<file path="config.mk">
export PLATFORM = sky130hd
export DESIGN_NAME = axistream_upsizer
export DESIGN_NICKNAME = d
export VERILOG_FILES = /design/src/rtl/axistream_upsizer_pkg.sv /design/src/rtl/axistream_upsizer.sv
export SDC_FILE = /design/constraint.sdc
export NUM_CORES = 1
export LEC_CHECK = 0
export BUFFER_PORTS_ARGS = -buffer_cell sky130_fd_sc_hd__clkbuf_2
export CORE_MARGIN = 4
export CORE_UTILIZATION = 45
export CTS_CLUSTER_DIAMETER = 100
export DETAILED_ROUTE_END_ITERATION = 16
export GPL_TIMING_DRIVEN = 0
export PLACE_DENSITY = 0.7
export SETUP_SLACK_MARGIN = 0.1
export SYNTH_ARGS = -nofsm -noshare
export SYNTH_HDL_FRONTEND = slang
export SYNTH_SLANG_ARGS = --single-unit
</file>
<file path="constraint.sdc">
create_clock -name clk -period 2.1 [get_ports clk]
set_input_delay 0.63 -clock clk [delete_from_list [all_inputs] [get_ports clk]]
set_output_delay 0.63 -clock clk [all_outputs]
set_load 0.01 [all_outputs]
</file>
<file path="src/rtl/axistream_upsizer_pkg.sv">
// Shared sizing helpers for the AXI-Stream width up-converter.
// Lane index width is derived here so every user sizes it identically.
package axistream_upsizer_pkg;

   function automatic int clog2(input int value);
      int r;
      r = 32'sd0;
      for (int i = 0; i < 32; i++) begin
         if ((32'sd1 <<< r) < value) begin
            r = r + 32'sd1;
         end else begin
            r = r;
         end
      end
      return r;
   endfunction

   function automatic int lane_idx_width(input int ratio);
      return (clog2(ratio) < 32'sd1) ? 32'sd1 : clog2(ratio);
   endfunction

endpackage

</file>
<file path="src/rtl/axistream_upsizer.sv">
// Packs RATIO narrow beats into one wide word with per-lane keep bits.
// The accumulation registers double as the registered output stage.
module axistream_upsizer
   import axistream_upsizer_pkg::*;
#(
   parameter int DATA_WIDTH = 8,
   parameter int RATIO      = 4
) (
   input  logic                          clk,
   input  logic                          rst,
   input  logic                          src_tvalid,
   output logic                          src_tready,
   input  logic [DATA_WIDTH-1:0]         src_tdata,
   input  logic                          src_tlast,
   output logic                          dest_tvalid,
   input  logic                          dest_tready,
   output logic [DATA_WIDTH*RATIO-1:0]   dest_tdata,
   output logic [RATIO-1:0]              dest_tkeep,
   output logic                          dest_tlast
);

   localparam int IDX_W = lane_idx_width(RATIO);
   localparam logic [IDX_W-1:0] LAST_IDX = IDX_W'(RATIO - 1);

   logic [IDX_W-1:0]            idx_q,   idx_d;
   logic                        valid_q, valid_d;
   logic [DATA_WIDTH*RATIO-1:0] data_q,  data_d;
   logic [RATIO-1:0]            keep_q,  keep_d;
   logic                        last_q,  last_d;
   logic                        beat_acc_s;

   // A pending word blocks new beats only while downstream is stalling it.
   assign src_tready = !rst && (!valid_q || dest_tready);
   assign beat_acc_s = src_tvalid && src_tready;

   assign dest_tvalid = valid_q;
   assign dest_tdata  = data_q;
   assign dest_tkeep  = keep_q;
   assign dest_tlast  = last_q;

   // Next-state: retire the consumed word first, then merge the incoming beat.
   always_comb begin
      idx_d   = idx_q;
      valid_d = valid_q;
      data_d  = data_q;
      keep_d  = keep_q;
      last_d  = last_q;

      if (valid_q && dest_tready) begin
         valid_d = 1'b0;
         data_d  = '0;
         keep_d  = '0;
         last_d  = 1'b0;
      end else begin
         valid_d = valid_q;
      end

      if (beat_acc_s) begin
         data_d[idx_q*DATA_WIDTH +: DATA_WIDTH] = src_tdata;
         keep_d[idx_q] = 1'b1;
         if ((idx_q == LAST_IDX) || src_tlast) begin
            valid_d = 1'b1;
            last_d  = src_tlast;
            idx_d   = '0;
         end else begin
            idx_d   = idx_q + {{(IDX_W-1){1'b0}}, 1'b1};
         end
      end else begin
         idx_d = idx_q;
      end
   end

   // State and output registers; reset discards any partial word.
   always_ff @(posedge clk) begin
      if (rst) begin
         idx_q   <= '0;
         valid_q <= 1'b0;
         data_q  <= '0;
         keep_q  <= '0;
         last_q  <= 1'b0;
      end else begin
         idx_q   <= idx_d;
         valid_q <= valid_d;
         data_q  <= data_d;
         keep_q  <= keep_d;
         last_q  <= last_d;
      end
   end

endmodule

</file>
== Yosys cells after proc, flatten, opt, wreduce, memory -nomap -nowiden ==
Index checks and enable logic that the tools add are counted.
Operators by class
  order comparisons: 2
  reduce and logical (&&, ||, !) cells: 8
  shift operators: 2
  multiplexer cells: 14
  add/sub/neg operators: 2
  equality and inequality tests: 1
  bitwise logic cells: 1
Operator list (number)
  $mux W32: 2
  $neg A5 Y34: 1
  $shift A8 B34 Y32 const A: 1
  $shiftx A8 B34 Y32: 1
  $bwmux W32: 1
  $mux W4: 2
  $mux W1: 7
  $logic_and A1 B1 Y1: 4
  $or A4 B4 Y4: 1
  $lt A2 B3 Y1 const B: 1
  $add A2 B1 Y2 const B: 1
  $demux W1 S2: 1
  $eq A2 B2 Y1 const B: 1
  $ge A2 B1 Y1 const B: 1
  $logic_not A1 Y1: 2
  $logic_or A1 B1 Y1: 2
  $mux W2: 1
Word-level totals
  logic and storage cells: 35
  bits of input ports: 13
  output and inout bits: 39
  flip-flop bits (word level): 40

== Depth between registers and ports, before layout ==
Gate-level depths: netlist of run 1.
  depth in word-level cells: 6
  gate-level depth with buffers: 5
  mapped depth without buffers: 5

== Worst setup path before layout of run 1 ==
No wires, ideal clock.
  path type: input to output
  start: input port dest_tready
  end: output port src_tready
  data required time: 1.470 ns
  slack: 0.345 ns
  arrival time: 1.125 ns
  path buffers: 1
  stages on the path: 3
  cells stage by stage: nand2b_1 -> buf_6 -> nor2b_1
On the way
  cells in the longest elaborated chain, start to end: 2
RTL lines
  start: declaration: line axistream_upsizer.sv:16  | input logic dest_tready,
  $logic_or A1 B1 Y1: line axistream_upsizer.sv:33  | assign src_tready = !rst && (!valid_q || dest_tready);
  $logic_and A1 B1 Y1: line axistream_upsizer.sv:33
  end: declaration: line axistream_upsizer.sv:12  | output logic src_tready,
Every way passes these cells.

== Worst setup path in the final report of run 1 ==
Ends and elaborated chain as after synthesis.

==> out/metrics.cfg, run 1 <==
[routing]
routed_wl_um = 4290
route.detailed.wl_per_inst_um = 13.9
post-route-drc-count = 0
detail_route.first_pass.iterations = 4
postRouteAntennaNets = 0
total_vias_in_the_final_route = 1546
viasPerCell = 5.00
first_iter_violations = 62

[synth]
avgSynthCellArea_um2 = 9.66
post-synth-top-area-cell = sky130_fd_sc_hd__dfxtp_1
synth_fp_nets = 223
ys_types = 31
synth-seq-cells = 40
netlist_top_cells_count = sky130_fd_sc_hd__nand2_1, sky130_fd_sc_hd__dfxtp_1, sky130_fd_sc_hd__mux2i_1, sky130_fd_sc_hd__ha_1, sky130_fd_sc_hd__and2b_2
syn-cell-area_mm2 = 0.00195
ys_top_cells_by_area = sky130_fd_sc_hd__dfxtp_1, sky130_fd_sc_hd__mux2i_1, sky130_fd_sc_hd__nand2_1, sky130_fd_sc_hd__ha_1, sky130_fd_sc_hd__nand3_4
synth_seq_area_share = 0.411
yosys_warnings = 0
synth_cells = 202
synth_top_area_share = 0.411
ys_dominant_reg_cell = sky130_fd_sc_hd__dfxtp_1
postSynth.asyncResetShare = 0
most_frequent_cell_after_synthesis = sky130_fd_sc_hd__nand2_1
synth_enable_flop_cells = 0

[floorplanning]
row_count = 23
dieArea_mm2 = 0.00545
floorplan.core_area_mm2 = 0.00409
dieWidth_um = 73.8
top_level_ports = 52
initial_utilization = 0.477
die-height_um = 73.8

[global_route]
antenna_violations_before_repair = 0
grt_pass1_wl_um = 7240
globalRouteTotalUtil = 0.171
grt.overflow.total = 0
first_global_vias = 1513
grt_start_max_net_pins = 13

[worst_setup_path]
worst-endpoint-required_ns = 1.47
stage_delay_of_the_slowest_cell_on_the_critical_path_ns = 0.16
worst_r2r_startpoint = idx_q[0]
reg2regPathDepth = 6
crit-reg2reg-capture = dest_tdata[21]
crit_path_start_kind = input pin
arrival_ns = 1.30
regToRegSetupSlack_ns = 0.28
path_max_fanout = 6
critical_path.endpoint_type = output port
critical-path-slowest-cell = sky130_fd_sc_hd__buf_6
criticalPathCategory = input pin to output port
crit_top_cell = sky130_fd_sc_hd__clkbuf_2
cell_chain_critical_path = clkbuf_2, nand2b_1, buf_6, nor2b_4, clkbuf_2

[outcome]
result_of_the_run = finished, final reports clean

[sta]
fmax_ghz = 0.517
layout_setup_ws_ns = 0.166
setup_viol = 0
final-max-slew-violation-count = 0
timing.final.crit_share = 0.921
layout_min_cycle_time_ns = 1.93
grt_setup_unrepaired = false
timing.final.hold_violations = 0
post_route_skew_ns = 0.00781
finalSetupTns_ns = 0
tightest_slew_ns = 0.354
maxSlewHeadroom = 0.764

[pwr]
vdd_drop_max_mv = 0.351
pwr_density_cell_mw_per_mm2 = 701
power.static_leakage_nw = 1.20

[finish]
multiInputGateArea_mm2 = 0.00108
final_layout_size_suffix_gt1_frac = 0.336
regArea_um2 = 802
areaGrowthSynthToFinish_pct = 23.7
antenna-diode-count = 0
fillerInstances = 388
fin_area_mm2 = 0.00241
layout.nets = 280

[placement]
detailed_place.area_mm2 = 0.00226
place_worst_setup_slack_ns = 0.0129
numPortBuffers = 49
gpl.final_weighted_congestion = 0.805
dp.final_hpwl_um = 3220

[hold_path]
hp_start = dest_tlast
worst_hold_path_type = register to register
whs_path_depth = 2
min_to = dest_tlast

[clock_tree]
insertion_delay_ns = 0.29
cts.htree.levels = 2
cts_tree = done
clockBufferDepth = 2
numCtsBuffers = 5
clock-root-buffer = sky130_fd_sc_hd__clkbuf_8
tritoncts_num_sinks = 40
clk_pin_slew_worst_paths_ns = 0.07

[run]
timing.max_cap.violations = 0

-- per-stage QoR --
step / utilization / cells / hold WS (ns) / power [mW]
2_1_floorplan: - / 202 / 0.473 / 0.917
3_5_place_dp: 0.553 / 301 / 0.449 / 0.970
4_1_cts: 0.588 / 309 / 0.459 / 1.70
5_1_grt: 0.590 / 309 / 0.485 / 1.75
3_3_place_gp: 0.553 / 301 / 0.439 / 0.968
6_report: 0.590 / 309 / 0.451 / 1.69
-- layout by cell type (no fill, tap or decap) --
cell type	n
sky130_fd_sc_hd__o21ai_1	1
sky130_fd_sc_hd__nand2b_1	1
sky130_fd_sc_hd__a21o_1	1
sky130_fd_sc_hd__buf_6	5
sky130_fd_sc_hd__nand4_1	1
sky130_fd_sc_hd__buf_2	4
sky130_fd_sc_hd__nand4b_1	1
sky130_fd_sc_hd__and3b_1	1
sky130_fd_sc_hd__and2b_2	6
sky130_fd_sc_hd__nor4b_2	1
sky130_fd_sc_hd__ha_1	7
sky130_fd_sc_hd__nor3b_2	1
sky130_fd_sc_hd__and4bb_2	1
sky130_fd_sc_hd__dfxtp_2	1
sky130_fd_sc_hd__a21oi_1	2
sky130_fd_sc_hd__and3_1	1
sky130_fd_sc_hd__inv_1	2
sky130_fd_sc_hd__clkbuf_2	49
sky130_fd_sc_hd__a211oi_2	1
sky130_fd_sc_hd__nor4b_4	1
sky130_fd_sc_hd__nor2_1	5
sky130_fd_sc_hd__a21oi_2	1
sky130_fd_sc_hd__nand3_4	4
sky130_fd_sc_hd__bufinv_16	2
sky130_fd_sc_hd__ha_2	1
sky130_fd_sc_hd__a41o_1	1
sky130_fd_sc_hd__clkbuf_8	5
sky130_fd_sc_hd__and2b_1	2
sky130_fd_sc_hd__buf_4	1
sky130_fd_sc_hd__nor2b_4	2
sky130_fd_sc_hd__o21ai_0	1
sky130_fd_sc_hd__a22oi_1	4
sky130_fd_sc_hd__dfxtp_1	39
sky130_fd_sc_hd__nand2_1	66
sky130_fd_sc_hd__mux2i_1	32
sky130_fd_sc_hd__nor3b_4	1
sky130_fd_sc_hd__nor3_1	4
-- critical path, delay by kind of cell --
| family | cells | cell delay [ns] |
|---|---|---|
| AND/OR/NAND/NOR | 2 | 0.28 |
| buffers and inverters | 3 | 0.39 |
-- power breakdown --
group | switching [mW] | internal [mW] | leakage (nW) | total, mW
Combinational | 0.100 | 0.0721 | 0.816 | 0.172
Sequential | 0.0134 | 0.772 | 0.324 | 0.786
Clock | 0.266 | 0.468 | 0.0642 | 0.734
-- worst max path at each step --
stage	start	to	slack (ns)
4_1_cts	dest_tready	src_tready	0.13
3_5_place_dp	idx_q[0]	dest_tdata[18]	0.01
5_1_grt	dest_tready	src_tready	0.11
3_3_place_gp	idx_q[0]	dest_tdata[19]	0.06
2_1_floorplan	dest_tready	src_tready	0.35
6_report	dest_tready	src_tready	0.17
-- state kept, by name, indices dropped and copies added (netlist names) --
register	flops
dest_tdata	32
dest_tkeep	4
idx_q	2
dest_tlast	1
dest_tvalid	1
-- repair_timing --
action,CTS,global route
hold buffers,0,0
buffers inserted,1,0
gates resized for setup,3,2
setup endpoints to repair,17,12
-- cell families after synthesis --
kind of cell | Yosys count | share of synthesized area
AO/OA/AOI/OAI | 12 | 0.0455
flip-flops | 40 | 0.411
buffers and inverters | 11 | 0.0430
AND/OR/NAND/NOR | 99 | 0.285
adder cells (fa/ha/maj) | 8 | 0.0513
multiplexers | 32 | 0.164
-- layout make-up --
type	count	share of cell area
Clock inverter	2	0.0249
Timing Repair Buffer	50	0.105
Clock buffer	5	0.0285
Inverter	2	0.00311
Sequential cell	40	0.332
Tap cell	50	0.0259
Multi-Input combinational cell	151	0.449
Buffer	9	0.0316
-- layer usage --
layer,wire length [µm],global-route usage
met5,0,0
met4,55,0.0543
met3,229,0.0383
met2,1950,0.270
met1,2050,0.231
Note: power is estimated with default switching activity, not from simulation.
==> inputs of run 2 (changes only) <==
CORE_ASPECT_RATIO = 0.6   (was not set)
PLACE_DENSITY = 0.73   (was 0.7)
clock period = 1.7 ns   (was 2.1 ns; I/O delays follow)
==> run 2 against run 1 <==
  * Register-to-register slack worse by 0.11 ns
  * Highest routed layer unchanged
  * First-iteration DRC count is 37% higher
  * Cell area is 4.9% higher
==> out/metrics.cfg, run 2 (synthesis gave the netlist of run 1 again) <==
[outcome]
result_of_the_run = finished, final reports clean

[sta]
timing.final.crit_share = 0.901
timing.final.hold_violations = 0
layout_min_cycle_time_ns = 1.53
post_route_skew_ns = 0.00827
maxSlewHeadroom = 0.777
tightest_slew_ns = 0.333
setup_viol = 0
fmax_ghz = 0.653
finalSetupTns_ns = 0
grt_setup_unrepaired = true
final-max-slew-violation-count = 0

[finish]
layout.nets = 289
areaGrowthSynthToFinish_pct = 29.8
final_layout_size_suffix_gt1_frac = 0.387
largest_register_ff_count = 32
multiInputGateArea_mm2 = 0.00112
antenna-diode-count = 0
fin_util = 0.611
regArea_um2 = 810
finish.cell_count_without_fillers = 329
fillerInstances = 375
layout_common_cells = sky130_fd_sc_hd__nand2_1, sky130_fd_sc_hd__clkbuf_2, sky130_fd_sc_hd__dfxtp_1
most_common_library_cell_in_the_layout_ignoring_fill_and_taps = sky130_fd_sc_hd__nand2_1

[floorplanning]
floorplan.core_area_mm2 = 0.00414
die-height_um = 59
dieArea_mm2 = 0.00549
dieWidth_um = 93.0
row_count = 18
initial_utilization = 0.471
top_level_ports = 52

[clock_tree]
insertion_delay_ns = 0.30
cts_tree = done
clk_pin_slew_worst_paths_ns = 0.08
numCtsBuffers = 5
number_of_hold_buffers_added_after_cts = 0
clockBufferDepth = 2
cts.htree.levels = 2
tritoncts_num_sinks = 40
clock-root-buffer = sky130_fd_sc_hd__clkbuf_8

[worst_setup_path]
regToRegSetupSlack_ns = 0.17
crit-reg2reg-capture = dest_tdata[18]
path_max_fanout = 8
worst_r2r_startpoint = idx_q[0]
critical_path.startpoint = idx_q[0]
arrival_ns = 1.76
worst-endpoint-required_ns = 1.93
reg2regPathDepth = 6
crit_path_start_kind = register
endpoint = dest_tdata[18]
criticalPathCategory = register to register
critical_path.endpoint_type = register

[routing]
viasPerCell = 4.95
routed_wl_um = 4830
route.detailed.wl_per_inst_um = 14.7
total_vias_in_the_final_route = 1629
postRouteAntennaNets = 0
detail_route.first_pass.iterations = 4
first_iter_violations = 85
post-route-drc-count = 0

[placement]
dp.final_hpwl_um = 3440
gpl.final_weighted_congestion = 0.788
numPortBuffers = 49
place_inst = 311

[global_route]
antenna_violations_before_repair = 0
grtUsageMet3 = 0.0520
grt.overflow.total = 0
global_route.usage.met1 = 0.270
globalRouteTotalUtil = 0.189
first_global_vias = 1612
most_crowded_layer_after_global_routing = met1
grt_pass1_wl_um = 7850
grt_start_max_net_pins = 13
groute.layer.met2.usage = 0.257

[hold_path]
hp_start = dest_tlast
worst_hold_path_type = register to register

[pwr]
fin_total_pwr_mw = 2.01
pwr_density_cell_mw_per_mm2 = 794
vdd_drop_max_mv = 0.372
power.static_leakage_nw = 1.25

[run]
timing.max_cap.violations = 0

[run 2: cell count changes in the layout (fill, tap and decap cells not counted), sizes merged]
cell / change
buf: +10
inv: -1
bufinv: -1
clkinv: +1
clkinvlp: +1
[run 2: final cells by class]
class                      count  area share
buffer                         8      0.0257
timing repair buffer          60       0.137
clock inverter                 2      0.0138
tap                           60      0.0297
sequential                    40       0.320
inverter                       2     0.00445
clock buffer                   6      0.0287
multi-input combinational    151       0.441
[run 2: what timing repair did]
action                                  CTS  global route
pin swaps                                 0             1
hold endpoints to repair                  0             0
buffers inserted                          8             3
resized for setup                        12             8
endpoints found under the setup margin   33            27
[run 2: where the power goes]
part,total (mW),switching (mW),internal (mW)
sequential,0.966,0.0128,0.953
clock,0.778,0.342,0.436
combinational,0.267,0.146,0.121
total,2.01,0.501,1.51
[run 2: worst min-delay path by stage]
stage,to,cells past startpoint
floorplan,dest_tlast,2
global placement,dest_tlast,2
detailed placement,dest_tlast,2
CTS,dest_tlast,2
global route,dest_tlast,2
finish,dest_tlast,2
[run 2: worst max-delay path, stage by stage, from the launching register on]
cell and delay (ns):
sky130_fd_sc_hd__dfxtp_4 0.37, sky130_fd_sc_hd__clkinvlp_4 0.13, sky130_fd_sc_hd__ha_4 0.36, sky130_fd_sc_hd__nor4b_4 0.24
sky130_fd_sc_hd__buf_6 0.17, sky130_fd_sc_hd__nand2_1 0.07, sky130_fd_sc_hd__mux2i_1 0.12
[run 2: per-stage QoR]
stage	area, µm²	setup slack [ns]	hold slack, ns
3_3_place_gp	2270	-0.165	0.443
3_5_place_dp	2270	-0.192	0.451
2_1_floorplan	1950	0.126	0.473
5_1_grt	2530	0.0834	0.466
4_1_cts	2500	0.0908	0.461
6_report	2530	0.169	0.455
[run 2: layer usage]
layer  vias to the layer above  part of all wire
met1                       735              0.48
li1                        813                 -
met5                         -                 0
met3                        12             0.086
met4                         0             0.024
met2                        69              0.41
==> inputs of run 3 (changes only) <==
--- a/config.mk
+++ b/config.mk
@@ -12,6 +12,5 @@
 export CTS_CLUSTER_DIAMETER = 100
 export DETAILED_ROUTE_END_ITERATION = 16
-export GPL_TIMING_DRIVEN = 0
-export PLACE_DENSITY = 0.73
+export PLACE_DENSITY = 0.7
 export SETUP_SLACK_MARGIN = 0.1
 export SYNTH_ARGS = -nofsm -noshare
==> constraint.sdc (replaced) <==
create_clock -name clk -period 2 [get_ports clk]
set_input_delay 0.1 -clock clk [delete_from_list [all_inputs] [get_ports clk]]
set_output_delay 0.1 -clock clk [all_outputs]
set_load 0.01 [all_outputs]
==> run 3 against run 2 <==
  * Register-to-register slack gained 0.03 ns
  * Non-clock buffer count shrank 13
  * Cell area shrank 6.6%
  * Maximum frequency shrank 15%
  * Critical path depth shrank 1
  * Sequential cell count is the same
  * Sequential power shrank 15%
  * Critical endpoint is now dest_tdata[6]
  * Largest cell class unchanged
  * Largest power group unchanged
  * Highest routed layer unchanged
==> out/metrics.cfg, run 3 (synthesis gave the netlist of run 1 again) <==
[outcome]
result_of_the_run = finished, final reports clean

[global_route]
globalRouteTotalUtil = 0.173
grt_pass1_wl_um = 7420
first_global_vias = 1513
antenna_violations_before_repair = 0
grt_start_max_net_pins = 34
grt.overflow.total = 0

[routing]
post-route-drc-count = 0
dr_wl_met2_um = 1750
routed_wl_um = 4480
viasPerCell = 4.94
total_vias_in_the_final_route = 1557
detail_route.first_pass.iterations = 4
first_iter_violations = 61
metal_1_wl_um = 2360
route.met3.wl_um = 356
route.detailed.wl_per_inst_um = 14.2
highest-signal-layer = met4
postRouteAntennaNets = 0

[hold_path]
worst_hold_path_type = input pin to register

[finish]
finish.cell_count_without_fillers = 315
most_common_library_cell_in_the_layout_ignoring_fill_and_taps = sky130_fd_sc_hd__nand2_1
layout_common_cells = sky130_fd_sc_hd__nand2_1, sky130_fd_sc_hd__clkbuf_2, sky130_fd_sc_hd__dfxtp_1
antenna-diode-count = 0
areaGrowthSynthToFinish_pct = 21.2
fin_util = 0.570
layout.nets = 276
fillerInstances = 394
final_layout_size_suffix_gt1_frac = 0.314
largest_register_ff_count = 32

[pwr]
vdd_drop_max_mv = 0.370
power.static_leakage_nw = 1.17
pwr_density_cell_mw_per_mm2 = 748
fin_total_pwr_mw = 1.77

[floorplanning]
dieWidth_um = 93.0
dieArea_mm2 = 0.00549
floorplan.core_area_mm2 = 0.00414
initial_utilization = 0.471
row_count = 18
die-height_um = 59
top_level_ports = 52

[worst_setup_path]
arrival_ns = 2.01
critical_path.endpoint_type = register
worst-endpoint-required_ns = 2.21
criticalPathCategory = register to register
path_max_fanout = 8
crit_path_start_kind = register

[sta]
hold-worst-slack_ns = 0.0973
fmax_ghz = 0.555
setup_viol = 0
timing.final.hold_violations = 0
grt_setup_unrepaired = false
final-max-slew-violation-count = 0
post_route_skew_ns = 0.00531
maxSlewHeadroom = 0.492
tightest_slew_ns = 0.761
finalSetupTns_ns = 0
timing.final.crit_share = 0.900
layout_min_cycle_time_ns = 1.80

[placement]
place_inst = 307
dp.final_hpwl_um = 3330
gpl.final_weighted_congestion = 0.817
numPortBuffers = 51

[clock_tree]
numCtsBuffers = 5
cts_tree = done
insertion_delay_ns = 0.29
clk_pin_slew_worst_paths_ns = 0.08
clockBufferDepth = 2
cts.htree.levels = 2
clock-root-buffer = sky130_fd_sc_hd__clkbuf_8
tritoncts_num_sinks = 40
number_of_hold_buffers_added_after_cts = 0

[run]
timing.max_cap.violations = 0

## run 3: changes by cell type in the layout (fill, tap and decap cells not counted), moves of 2 or more
cell,before,now
sky130_fd_sc_hd__inv_1,0,2
sky130_fd_sc_hd__ha_1,6,8
sky130_fd_sc_hd__buf_6,6,0
sky130_fd_sc_hd__dfxtp_4,2,0
sky130_fd_sc_hd__clkbuf_2,47,51
sky130_fd_sc_hd__buf_4,10,4
sky130_fd_sc_hd__dfxtp_1,37,40
sky130_fd_sc_hd__nand2_2,2,0
sky130_fd_sc_hd__buf_2,4,0
sky130_fd_sc_hd__nand2_1,64,66
## run 3: cell type report
class,instances,area (µm²),area share
sequential,40,801,0.339
multi-input combinational,151,1070,0.451
tap,60,75.1,0.0318
clock buffer,5,68.8,0.0291
inverter,2,7.51,0.00318
clock inverter,2,60.1,0.0254
timing repair buffer,55,285,0.121
## run 3: metrics by stage
step                      instance area, µm²  worst slack (ns)
after detailed placement                2230             0.196
after floorplan                         1950             0.286
after CTS                               2360             0.180
final                                   2360             0.199
after global routing                    2360             0.102
after global placement                  2230             0.318
## run 3: path summary, 6_finish.rpt
path / startpoint / end / slack, ns / cells past startpoint
worst min-delay path: src_tlast / dest_tlast / 0.1 / 3
worst max-delay path: idx_q[1] / dest_tdata[6] / 0.20 / 5
worst min register to register: dest_tlast / dest_tlast / 0.46 / 2
worst max register to register: idx_q[1] / dest_tdata[6] / 0.20 / 5
## run 3: what timing repair did
item	4_1_cts	5_1_grt
buffers inserted	0	1
setup endpoints to repair	0	8
endpoints found under the hold margin	0	0
resized for setup	0	0
## run 3: critical path: stages (launching register included)
cell and delay (ns):
sky130_fd_sc_hd__dfxtp_1 0.44, sky130_fd_sc_hd__inv_1 0.15, sky130_fd_sc_hd__ha_1 0.41, sky130_fd_sc_hd__nor3b_2 0.45, sky130_fd_sc_hd__nand2_1 0.12, sky130_fd_sc_hd__mux2i_1 0.16
## run 3: report_power, final
group          total (mW)  leakage, nW  switching (mW)  internal (mW)
sequential          0.820        0.324         0.00904          0.811
combinational       0.174        0.781           0.110         0.0647
clock               0.773       0.0642           0.282          0.491
## run 3: layer usage
metal / up-vias / GRT usage
met5: - / 0
met4: 0 / 0.0251
met3: 4 / 0.0495
met2: 58 / 0.253
met1: 714 / 0.257
li1: 781 / -
